## config.mk

```make
export PLATFORM = sky130hd
export DESIGN_NAME = seg7_scan_decoder
export DESIGN_NICKNAME = d
export VERILOG_FILES = /design/src/rtl/seg7_pkg.sv /design/src/rtl/seg7_pattern_decode.sv /design/src/rtl/seg7_scan_decoder.sv
export SDC_FILE = /design/constraint.sdc
export NUM_CORES = 1
export LEC_CHECK = 0
export CAP_MARGIN = 20
export CORE_UTILIZATION = 40
export DETAILED_ROUTE_END_ITERATION = 12
export DONT_BUFFER_PORTS = 1
export HOLD_SLACK_MARGIN = 0.15
export SYNTH_ARGS = -nofsm -noshare
export SYNTH_HDL_FRONTEND = slang
export SYNTH_HIERARCHICAL = 1
export SYNTH_SLANG_ARGS = --single-unit
```

## constraint.sdc

```tcl
create_clock -name clk_i -period 2.3 [get_ports clk_i]
set_clock_uncertainty 0.05 [all_clocks]
set_input_delay 0.575 -clock clk_i [delete_from_list [all_inputs] [get_ports clk_i]]
set_output_delay 0.575 -clock clk_i [all_outputs]
set_load 0.03 [all_outputs]
```

## src/rtl/seg7_pkg.sv

```systemverilog
// seg7_pkg: segment pattern constants, BCD marker codes and FSM state type
// shared by the 7-segment encoder and scan-decoder sides.
package seg7_pkg;
   localparam logic [6:0] SEG_0     = 7'b1111110;
   localparam logic [6:0] SEG_1     = 7'b0110000;
   localparam logic [6:0] SEG_2     = 7'b1101101;
   localparam logic [6:0] SEG_3     = 7'b1111001;
   localparam logic [6:0] SEG_4     = 7'b0110011;
   localparam logic [6:0] SEG_5     = 7'b1011011;
   localparam logic [6:0] SEG_6     = 7'b1011111;
   localparam logic [6:0] SEG_7     = 7'b1110000;
   localparam logic [6:0] SEG_8     = 7'b1111111;
   localparam logic [6:0] SEG_9     = 7'b1111011;
   localparam logic [6:0] SEG_BLANK = 7'b0000000;
   localparam logic [3:0] BCD_BLANK = 4'hF;
   localparam logic [3:0] BCD_BAD   = 4'hE;
   typedef enum logic [1:0] {ST_IDLE, ST_SETTLE, ST_HOLD} state_e;
endpackage

```

## src/rtl/seg7_pattern_decode.sv

```systemverilog
// seg7_pattern_decode: combinational 7-segment pattern to BCD decoder.
// Ports: seg_i {a..g} pattern in; legal_o = decimal digit; blank_o = all segments off;
//        bcd_o = digit value, BCD_BLANK for blank, BCD_BAD for anything else.
module seg7_pattern_decode
   import seg7_pkg::*;
(
   input  logic [6:0] seg_i,
   output logic       legal_o,
   output logic       blank_o,
   output logic [3:0] bcd_o
);
   always_comb begin
      legal_o = 1'b1;
      blank_o = 1'b0;
      bcd_o   = BCD_BAD;
      case (seg_i)
         SEG_0:     bcd_o = 4'd0;
         SEG_1:     bcd_o = 4'd1;
         SEG_2:     bcd_o = 4'd2;
         SEG_3:     bcd_o = 4'd3;
         SEG_4:     bcd_o = 4'd4;
         SEG_5:     bcd_o = 4'd5;
         SEG_6:     bcd_o = 4'd6;
         SEG_7:     bcd_o = 4'd7;
         SEG_8:     bcd_o = 4'd8;
         SEG_9:     bcd_o = 4'd9;
         SEG_BLANK: begin
            legal_o = 1'b0;
            blank_o = 1'b1;
            bcd_o   = BCD_BLANK;
         end
         default:   legal_o = 1'b0;
      endcase
   end
endmodule

```

## src/rtl/seg7_scan_decoder.sv

```systemverilog
// seg7_scan_decoder: reconstructs per-digit BCD values from a multiplexed
// segment/digit-select bus, committing a digit only after its sample is stable.
// Ports: clk_i, reset_i (async, active-high); seg_in_i {a..g}; dig_sel_i one-hot
//        digit enables; err_clr_i clears err_o; bcd_out_o 4 bits per digit;
//        digit_valid_o legal-decimal flag per digit; frame_done_o one-cycle pulse
//        when every digit has committed; err_o sticky illegal-pattern/multi-select flag.
// Optional: SEG7_SCAN_ERR_COUNT_EN adds err_count_o, a saturating error counter.
module seg7_scan_decoder #(
   parameter int NUM_DIGITS    = 4,
   parameter int STABLE_CYCLES = 4
) (
   input  logic                    clk_i,
   input  logic                    reset_i,
   input  logic [6:0]              seg_in_i,
   input  logic [NUM_DIGITS-1:0]   dig_sel_i,
   input  logic                    err_clr_i,
   output logic [4*NUM_DIGITS-1:0] bcd_out_o,
   output logic [NUM_DIGITS-1:0]   digit_valid_o,
   output logic                    frame_done_o,
   output logic                    err_o
`ifdef SEG7_SCAN_ERR_COUNT_EN
   ,
   output logic [7:0]              err_count_o
`endif
);
   import seg7_pkg::*;
   localparam int CW = $clog2(STABLE_CYCLES + 1);
   localparam int SW = NUM_DIGITS + 7;
   state_e                  state_q, state_d;
   logic [CW-1:0]           cnt_q, cnt_d;
   logic [SW-1:0]           prev_q, smp;
   logic [4*NUM_DIGITS-1:0] bcd_q, bcd_d;
   logic [NUM_DIGITS-1:0]   valid_q, valid_d, seen_q, seen_d, seen_nx;
   logic                    frame_q, frame_d, err_q, err_d;
   logic                    one_hot, multi, same, commit, err_set;
   logic                    dec_legal, dec_blank;
   logic [3:0]              dec_bcd;
   assign smp     = {dig_sel_i, seg_in_i};
   assign one_hot = $onehot(dig_sel_i);
   assign multi   = (|dig_sel_i) & ~one_hot;
   assign same    = smp == prev_q;
   seg7_pattern_decode u_dec (
      .seg_i   (seg_in_i),
      .legal_o (dec_legal),
      .blank_o (dec_blank),
      .bcd_o   (dec_bcd)
   );
   // A held, unchanged sample leaves the counter parked at STABLE_CYCLES.
   always_comb begin
      state_d = state_q;
      cnt_d   = cnt_q;
      commit  = 1'b0;
      if (!one_hot) begin
         state_d = ST_IDLE;
         cnt_d   = '0;
      end else if (!(state_q == ST_HOLD && same)) begin
         cnt_d   = (state_q == ST_SETTLE && same) ? cnt_q + 1'b1 : CW'(1);
         commit  = cnt_d == CW'(STABLE_CYCLES);
         state_d = commit ? ST_HOLD : ST_SETTLE;
      end
   end
   always_comb begin
      bcd_d   = bcd_q;
      valid_d = valid_q;
      for (int i = 0; i < NUM_DIGITS; i++)
         if (commit && dig_sel_i[i]) begin
            bcd_d[4*i +: 4] = dec_bcd;
            valid_d[i]      = dec_legal;
         end
      seen_nx = seen_q | (commit ? dig_sel_i : '0);
      frame_d = &seen_nx;
      seen_d  = frame_d ? '0 : seen_nx;
      err_set = multi | (commit & ~dec_legal & ~dec_blank);
      err_d   = err_set | (err_q & ~err_clr_i);
   end
   always_ff @(posedge clk_i or posedge reset_i) begin
      if (reset_i) begin
         state_q <= ST_IDLE;
         cnt_q   <= '0;
         prev_q  <= '0;
         bcd_q   <= '0;
         valid_q <= '0;
         seen_q  <= '0;
         frame_q <= 1'b0;
         err_q   <= 1'b0;
      end else begin
         state_q <= state_d;
         cnt_q   <= cnt_d;
         prev_q  <= smp;
         bcd_q   <= bcd_d;
         valid_q <= valid_d;
         seen_q  <= seen_d;
         frame_q <= frame_d;
         err_q   <= err_d;
      end
   end
   assign bcd_out_o     = bcd_q;
   assign digit_valid_o = valid_q;
   assign frame_done_o  = frame_q;
   assign err_o         = err_q;
`ifdef SEG7_SCAN_ERR_COUNT_EN
   logic [7:0] ecnt_q, ecnt_d;
   // Bad commits and multi-select samples never coincide, so one step suffices.
   always_comb
      ecnt_d = err_set ? (err_clr_i ? 8'd1 : ((&ecnt_q) ? ecnt_q : ecnt_q + 8'd1))
                       : (err_clr_i ? 8'd0 : ecnt_q);
   always_ff @(posedge clk_i or posedge reset_i)
      if (reset_i) ecnt_q <= '0;
      else         ecnt_q <= ecnt_d;
   assign err_count_o = ecnt_q;
`endif
endmodule

```

Yosys cells after proc, flatten, opt, wreduce, memory -nomap -nowiden
Index checks and enable logic that the tools add are counted.
{"block": "classes", "n_eq_ne": 16, "bitwise_logic": 11, "div_mod_pow": 0, "shifts": 0, "add_sub_neg": 4, "muxes": 13, "n_lt_le_gt_ge": 0, "reduce_logical": 10, "mul": 0}
{"operator": "== test 7 bit, second input constant", "n": 8}
{"operator": "case mux 4 bit (11 select lines)", "n": 1}
{"operator": "== test 7 x 6 -> 1 bit, second input constant", "n": 2}
{"operator": "== test 11 bit", "n": 1}
{"operator": "OR reduction 10 bit", "n": 1}
{"operator": "two-way mux 3 bit", "n": 3}
{"operator": "two-way mux 4 bit", "n": 2}
{"operator": "logical NOT 7 bit", "n": 1}
{"operator": "logical AND 1 bit", "n": 6}
{"operator": "two-way mux 2 bit", "n": 3}
{"operator": "adder 1 x 1 -> 2 bit", "n": 2}
{"operator": "bitwise AND 1 bit", "n": 4}
{"operator": "two-way mux 1 bit", "n": 4}
{"operator": "inverter 1 bit", "n": 4}
{"operator": "OR 4 bit", "n": 1}
{"operator": "AND reduction 4 bit", "n": 1}
{"operator": "OR reduction 4 bit", "n": 1}
{"operator": "adder 2 x 2 -> 3 bit", "n": 1}
{"operator": "adder 3 x 1 -> 3 bit, second input constant", "n": 1}
{"operator": "== test 3 x 1 -> 1 bit, second input constant", "n": 1}
{"operator": "== test 3 bit, second input constant", "n": 1}
{"operator": "== test 2 x 1 -> 1 bit, second input constant", "n": 1}
{"operator": "== test 2 bit, second input constant", "n": 1}
{"operator": "!= test 2 bit, second input constant", "n": 1}
{"operator": "OR 1 bit", "n": 2}
{"block": "totals", "memories": 0, "rom_bits": 0, "inputBits": 14, "output_inout_bits": 22, "latch_bits": 0, "regBits": 42, "ramBits": 0, "elab_cells": 68}

Logic depth before layout (Yosys ltp)
Gate-level depths: netlist of the first run.
{"block": "depth", "depth_word": 10, "depth_mapped": 12, "mapped_depth_nobuf": 11}

Cells and area by module
The synthesis of the first run kept the hierarchy.
{"module": "seg7_scan_decoder", "n_inst": 1, "area_each_um2": 1845.5, "seq_area_each_um2": 1051.0, "cells_per_inst": 143}
{"module": "seg7_pattern_decode", "n_inst": 1, "area_each_um2": 250.2, "seq_area_each_um2": 0.0, "cells_per_inst": 30}

Worst setup path after synthesis of the first run
OpenSTA, ideal clock, no wires.
{"block": "synth_path", "kind": "input -> register", "from": "in dig_sel_i[0]", "to": "reg bcd_q[0], in the netlist bcd_out_o[0]", "path_slack_ns": -0.702, "path_buffers": 1, "arrival_time_ns": 2.827, "required_time_ns": 2.125, "path_stages": 10, "setup_time_ns": 0.125, "path_cell_list": "inv_1 -> fa_1 -> inv_1 -> ha_1 -> ha_1 -> nor2_1 -> nand2_1 -> or4_1 -> buf_2 -> mux2_4"}
{"block": "synth_via", "elab_chain_cells": 7, "word_cells_on_any_way": 11, "classes_between": "2 x add/sub; 3 x eq/ne; 3 x mux; 3 x reduce/logical"}
{"element": "start, declared", "line_no": "seg7_scan_decoder.sv:15", "source": "input logic [NUM_DIGITS-1:0] dig_sel_i,"}
{"element": "== test 11 bit", "line_no": "seg7_scan_decoder.sv:41", "source": "assign same = smp == prev_q;"}
{"element": "logical AND 1 bit", "line_no": "seg7_scan_decoder.sv:57", "source": "cnt_d = (state_q == ST_SETTLE && same) ? cnt_q + 1'b1 : CW'(1);"}
{"element": "two-way mux 3 bit", "line_no": "seg7_scan_decoder.sv:57"}
{"element": "== test 3 bit", "line_no": "seg7_scan_decoder.sv:58", "source": "commit = cnt_d == CW'(STABLE_CYCLES);"}
{"element": "two-way mux 1 bit", "line_no": "seg7_scan_decoder.sv:56", "source": "end else if (!(state_q == ST_HOLD && same)) begin"}
{"element": "two-way mux 1 bit", "line_no": "seg7_scan_decoder.sv:53", "source": "if (!one_hot) begin"}
{"element": "logical AND 1 bit *", "line_no": "seg7_scan_decoder.sv:66", "source": "if (commit && dig_sel_i[i]) begin"}
{"element": "end signal, assigned", "line_no": "seg7_scan_decoder.sv:81", "source": "bcd_q <= '0;"}
{"element": "end signal, assigned", "line_no": "seg7_scan_decoder.sv:90", "source": "bcd_q <= bcd_d;"}
{"element": "end, declared", "line_no": "seg7_scan_decoder.sv:32", "source": "logic [4*NUM_DIGITS-1:0] bcd_q, bcd_d;"}
Every way passes the cells marked *; elsewhere a longest branch is shown, timed or not.
A chain may end at the register's enable or synchronous reset.

Worst setup path in the final report of the first run
{"block": "layout_path", "from": "in dig_sel_i[1]", "to": "reg bcd_q[11], in the netlist bcd_out_o[11]"}
{"block": "layout_via", "elab_chain_cells": 7, "word_cells_on_any_way": 11, "classes_between": "2 x add/sub; 3 x eq/ne; 3 x mux; 3 x reduce/logical"}
{"element": "== test 11 bit", "line_no": "seg7_scan_decoder.sv:41"}
{"element": "logical AND 1 bit", "line_no": "seg7_scan_decoder.sv:57"}
{"element": "two-way mux 3 bit", "line_no": "seg7_scan_decoder.sv:57"}
{"element": "== test 3 bit", "line_no": "seg7_scan_decoder.sv:58"}
{"element": "two-way mux 1 bit", "line_no": "seg7_scan_decoder.sv:56"}
{"element": "two-way mux 1 bit *", "line_no": "seg7_scan_decoder.sv:53"}
{"element": "logical AND 1 bit *", "line_no": "seg7_scan_decoder.sv:66"}
Marks and branches as above.

==> results of run 1 <==
## Yosys cell counts, types with 3 or more instances
cell / number
o21ai_0: 3
nand3_1: 4
nor3_1: 3
mux2_4: 5
inv_1: 8
xor2_1: 12
nand2b_1: 3
nand2_1: 7
dfrtp_1: 42
mux2_1: 5
nand4_1: 3
nor2_1: 13
a31oi_1: 3
mux2_2: 10
ha_1: 4
a21oi_1: 7
## per-stage QoR
stage               power (mW)  cells  hold WS [ns]  setup TNS, ns
detailed placement      0.9674    262        0.5187         -14.83
floorplan               0.9075    173        0.4451         -11.74
CTS                      1.485    272        0.2229         -5.476
global route             1.542    272        0.2369         -5.947
global placement        0.9602    262        0.4825         -13.47
finish                   1.479    272        0.2125         -5.113
## cell type report
type,instances,share of cell area
timing repair buffer,29,0.09743
multi-input combinational,118,0.4366
clock inverter,2,0.004596
clock buffer,6,0.03033
inverter,8,0.01425
sequential,42,0.3860
tap,67,0.03079
## kinds of logic after synthesis
family	Yosys count	share of synthesized area
simple gates	52	0.1570
flops	42	0.5015
compound gates	28	0.1039
mux	20	0.1164
xor+xnor	13	0.05433
buf+inv	13	0.03343
fa+ha+maj	5	0.03343
## routing by layer
metal | up-vias | GRT usage | share of wire
met5 | - | 0 | 0
met4 | 0 | 0.07547 | 0.012
met3 | 6 | 0.04472 | 0.042
met2 | 32 | 0.3313 | 0.51
met1 | 773 | 0.2384 | 0.44
li1 | 676 | - | -
## worst min-delay path by stage
stage,depth (start not counted),to,slack [ns],from
5_1_grt,0,prev_q[3],0.24,seg_in_i[3]
3_5_place_dp,2,seen_q[0],0.52,seen_q[2]
3_3_place_gp,2,cnt_q[1],0.48,cnt_q[1]
2_1_floorplan,2,cnt_q[1],0.45,cnt_q[1]
4_1_cts,1,bcd_out_o[10],0.22,reset_i
6_report,1,bcd_out_o[10],0.21,reset_i
## registers in the layout (all words and copies together) (netlist names)
signal         count
frame_done_o       1
digit_valid_o      4
state_q            2
prev_q            11
bcd_out_o         16
err_o              1
seen_q             4
cnt_q              3
## power groups by stage
| stage | registers [mW] | clock network (mW) | logic, mW |
|---|---|---|---|
| floorplan | 0.785 | 0 | 0.122 |
| global placement | 0.788 | 0 | 0.172 |
| detailed placement | 0.789 | 0 | 0.178 |
| CTS | 0.774 | 0.509 | 0.202 |
| global route | 0.777 | 0.539 | 0.226 |
| finish | 0.774 | 0.495 | 0.210 |
## worst register-to-register path: stages, from the launching register on
cell and delay [ns]:
dfrtp_1 0.42, ha_1 0.25, xnor2_1 0.15, nor3b_2 0.20, inv_1 0.10, buf_4 0.16
nor4_4 0.28, buf_4 0.20, a21oi_4 0.06, o31a_1 0.28
## timing repair
action,CTS,global route
endpoints found under the setup margin,25,25
resized for setup,25,4
pin swaps,14,3
setup buffers,2,1
==> impl_metrics.yaml, run 1 <==
floorplan:
  floorplan.initialDensity: 0.4295
  fp.coreArea_sq_um: 4880
  dieArea_sq_um: 5533
  row_count: 25
  die_h_um: 74.39
  ios: 36
  die_w_um: 74.39
power_and_ir_drop:
  pwr-share-clk: 0.335
  p_sw_mw: 0.3793
  powerDensity_nw_per_um2: 543.3
  power.internal_mw: 1.100
  leakagePower_nw: 1.246
  swShare: 0.2565
  ir_drop_v: 0.0002778
  combPwrFrac: 0.142
  p_seq_frac: 0.524
sta:
  fmax_mhz: 388.4
  final-hold-violation-count: 0
  fin_crit_ns: 2.575
  fin_ws_ns: -0.2747
  rsz0062_at_grt: "yes"
  period_share: 1.119
  drv_slew: 0
  tightest_slew_ns: 0.6717
  finalSetupViolations: 25
  slew_headroom: 0.5517
global_route:
  grt_usage: 0.1944
  grt_pass1_wl_um: 7824
  grt_pass1_vias: 1594
  antenna_found_initial: 0
  grt-ovfl-total: 0
  grt_max_degree: 28
logic_synthesis:
  synth_top_cell_by_area: "dfrtp_1"
  syn_area_per_cell_sq_um: 12.11
  synth-seq-cells: 42
  async_flop_share: 1.000
  synth_area_leaders: "dfrtp_1 (50%), mux2_2 (5.4%), xor2_1 (5.0%), mux2_4 (3.6%), mux2_1 (2.7%)"
  synth_top_area_frac: 0.5015
  synth_cells: 173
  ys.flop_type: "dfrtp_1"
  yosysWarnings: 6
  synth-edff-count: 0
  synth_area_sq_um: 2096
  synth.distinct_cells: 50
  ys_seq_area_frac: 0.5015
  syn-num-nets: 192
cts:
  clockRootBuffer: "clkbuf_8"
  clk_pin_slew_ns: 0.08
  clk_latency_ns: 0.29
  clk_path_buf_depth: 2
  ctsHoldBuffers: 0
  cts_inserted_buffers: 5
  ctsHtreeMaxLevel: 2
  clkSinkCount: 42
  cts_tree: "built"
layout:
  multi_input_area_sq_um: 1189
  area_growth_pct: 29.91
  antenna_cells: 0
  nets: 223
  fillers: 420
  layout_commonest_cell: "dfrtp_1"
  seqCellArea_sq_um: 1051
  post-route-util: 0.5579
  final_cell_mix: "dfrtp_1 (42), buf_4 (21), mux2_4 (20), xor2_1 (12), nor2_1 (10)"
  final_cell_area_sq_um: 2723
  drive_gt1_frac: 0.4341
run:
  maxCapViolCount: 0
setup_path:
  path_depth: 11
  crit_family: "adder cells"
  crit_fanout: 6
  reg2reg_slack_ns: 0.03
  crit_type: "in -> reg"
  crit_path_top_delay_cell: "fa_1"
  end_kind: "flop"
  cp-endpoint: "bcd_out_o[11]"
  critPathRequiredTime_ns: 2.43
  rr_endpoint: "seen_q[1]"
  path_common_cell: "ha_4"
  max_stage_delay_ns: 0.51
  startpoint: "dig_sel_i[1]"
  critPathBufInv: 3
  r2r_start: "cnt_q[0]"
  startpoint_type: "input pin"
  r2r_cells: 9
  cp.arrival_ns: 2.70
  crit_chain: "clkinvlp_4 > fa_1 > inv_2 > ha_4 > ha_4 > nor2_4 > and2_4 > nand2_1 > or3_1 > buf_6 > mux2_4"
min_path:
  min_path_type: "in -> async"
placement:
  gp_congestion: 0.8279
  dp_hpwl_um: 3644
  place.port_buffers: 0
  post-place-ws_ns: -0.6221
  dpl_cell_area_sq_um: 2462
drt:
  drt_iter0_markers: 46
  ant_nets: 0
  wl_per_cell_um: 18.04
  first_pass_iters: 4
  num_vias: 1487
  finalWirelength_um: 4908
  post-route-drc-count: 0
  vias_per_cell: 5.467
outcome:
  violations: "negative setup slack"
  outcome: "finished, violations left"
(Power assumes the default switching activity.)
==> run 2: changes to the inputs <==
--- a/config.mk
+++ b/config.mk
@@ -6,10 +6,11 @@
 export NUM_CORES = 1
 export LEC_CHECK = 0
 export CAP_MARGIN = 20
-export CORE_UTILIZATION = 40
+export CORE_UTILIZATION = 50
 export DETAILED_ROUTE_END_ITERATION = 12
 export DONT_BUFFER_PORTS = 1
 export HOLD_SLACK_MARGIN = 0.15
+export PLACE_DENSITY = 0.68
 export SYNTH_ARGS = -nofsm -noshare
 export SYNTH_HDL_FRONTEND = slang
 export SYNTH_HIERARCHICAL = 1
==> run 2 against run 1 <==
  * The flow still finishes with violations (negative setup slack)
  * Non-clock buffer count down 4
  * Count of clock-buffer cells in the layout unchanged
  * Clock power shrank 5.9%
  * Core utilization grew 8.9 points
  * Critical endpoint is now bcd_out_o[10]
  * Highest routed layer unchanged
  * Critical path type unchanged
  * Combinational power decreased by 8%
  * Cell area down 5.0%
  * Total power shrank 3.1%
  * Routed wire length decreased by 6.0%
  * Via count fell by 1.6%
  * Sequential cell count stayed put
==> impl_metrics.yaml, run 2 (synthesized netlist as in run 1, its figures left out) <==
sta:
  fin_crit_ns: 2.556
  whs_ns: 0.2266
  final-hold-violation-count: 0
  period_share: 1.111
  tightest_slew_ns: 0.5176
  fmax_mhz: 391.3
  rsz0062_at_grt: "yes"
  fin_ws_ns: -0.2557
  finalSetupViolations: 25
  slew_headroom: 0.6549
  drv_slew: 0
cts:
  clkSinkCount: 42
  clk_path_buf_depth: 2
  cts_tree: "built"
  clk_pin_slew_ns: 0.08
  clockRootBuffer: "clkbuf_8"
  cts_inserted_buffers: 5
  clk_latency_ns: 0.30
  ctsHtreeMaxLevel: 2
power_and_ir_drop:
  ir_drop_v: 0.0002687
  powerDensity_nw_per_um2: 553.7
  finalPower_mw: 1.433
  leakagePower_nw: 1.183
setup_path:
  critPathRequiredTime_ns: 2.44
  cp.arrival_ns: 2.69
  startpoint_type: "input pin"
  end_kind: "flop"
  crit_type: "in -> reg"
  reg2reg_slack_ns: 0.02
  crit_fanout: 6
outcome:
  outcome: "finished, violations left"
  violations: "negative setup slack"
drt:
  finalWirelength_um: 4615
  num_vias: 1463
  wl_per_cell_um: 18.39
  first_pass_iters: 4
  vias_per_cell: 5.829
  drt_iter0_markers: 81
  ant_nets: 0
  post-route-drc-count: 0
layout:
  largest_reg_flops: 16
  seqCellArea_sq_um: 1051
  final_cell_mix: "dfrtp_1 (42), mux2_4 (20), buf_4 (17), xor2_1 (12), nor2_1 (10)"
  fillers: 305
  fin_cells: 251
  area_growth_pct: 23.46
  layout_commonest_cell: "dfrtp_1"
  drive_gt1_frac: 0.3930
  nets: 219
  multi_input_area_sq_um: 1127
  antenna_cells: 0
global_route:
  grtUsageMet1: 0.2722
  grt-ovfl-total: 0
  grt_max_degree: 43
  grt_usage: 0.2312
  busiest_layer: "met2"
  grt_use_met2: 0.3902
  antenna_found_initial: 0
  grt_pass1_wl_um: 7383
  grt_pass1_vias: 1528
  grt_util_met3: 0.06507
floorplan:
  dieArea_sq_um: 4454
  ios: 36
  row_count: 23
  floorplan.initialDensity: 0.5239
  die_w_um: 66.74
  fp.coreArea_sq_um: 4000
  die_h_um: 66.74
placement:
  dp_hpwl_um: 3314
  place.port_buffers: 0
  placed_cells: 238
  gp_congestion: 0.8438
run:
  maxCapViolCount: 0
min_path:
  min_path_type: "in -> async"
==> run 2: cell types whose count changed in the layout (fill, tap and decap cells not counted), sizes merged <==
cell and delta:
buf -4, clkinv +1, clkinvlp -1
==> run 2: path summary, 6_finish.rpt <==
path / startpoint / endpoint / cells after the start
worst max register to register: prev_q[10] / digit_valid_o[0] / 5
min in group clk_i: seg_in_i[1] / prev_q[1] / 0
worst min-delay path: reset_i / prev_q[0] / 2
max in group asynchronous: reset_i / prev_q[5] / 2
worst max-delay path: dig_sel_i[1] / bcd_out_o[10] / 11
worst min register to register: cnt_q[1] / cnt_q[1] / 2
==> run 2: report_power, final <==
group          switching [mW]  total (mW)  internal [mW]  leakage [nW]
logic                   0.101       0.194         0.0927         0.583
registers              0.0167       0.773          0.757         0.556
clock network           0.252       0.466          0.214        0.0452
==> run 2: through the flow <==
step / utilization / TNS [ns] / setup slack [ns] / area [sq um]
2_1_floorplan: - / -11.74 / -0.5358 / 2216
5_1_grt: 0.6469 / -6.870 / -0.3071 / 2587
6_report: 0.6469 / -5.185 / -0.2557 / 2587
4_1_cts: 0.6409 / -5.049 / -0.2402 / 2564
3_5_place_dp: 0.5940 / -14.30 / -0.5997 / 2376
3_3_place_gp: 0.5940 / -12.60 / -0.5206 / 2376
==> run 2: per-layer routing <==
layer	wire length (um)	up-vias
li1	-	670
met2	2359	37
met5	0	-
met3	194	10
met4	103	0
met1	1958	746
==> run 2: final cells by class <==
type                    instances  share of cell area
well taps                      50             0.02418
multi-input cells             118              0.4357
clock buffers                   6             0.02805
inverters                       8             0.01306
clock inverters                 2            0.005319
repair buffers                 25             0.08752
flip-flops and latches         42              0.4062
==> run 2: what timing repair did <==
| action | 4_1_cts | 5_1_grt |
|---|---|---|
| endpoints found under the setup margin | 25 | 26 |
| pin swaps | 4 | 1 |
| setup buffers | 6 | 0 |
| hold buffers | 0 | 0 |
| resized for setup | 9 | 8 |
==> run 2: worst max-delay path, cell delays in order <==
cell        delay (ns)
clkinvlp_4        0.07
fa_1              0.51
inv_1             0.05
ha_2              0.18
ha_4              0.25
nor2_4            0.09
and2_4            0.16
nand2_2           0.05
or3_1             0.31
buf_6             0.16
mux2_4            0.30
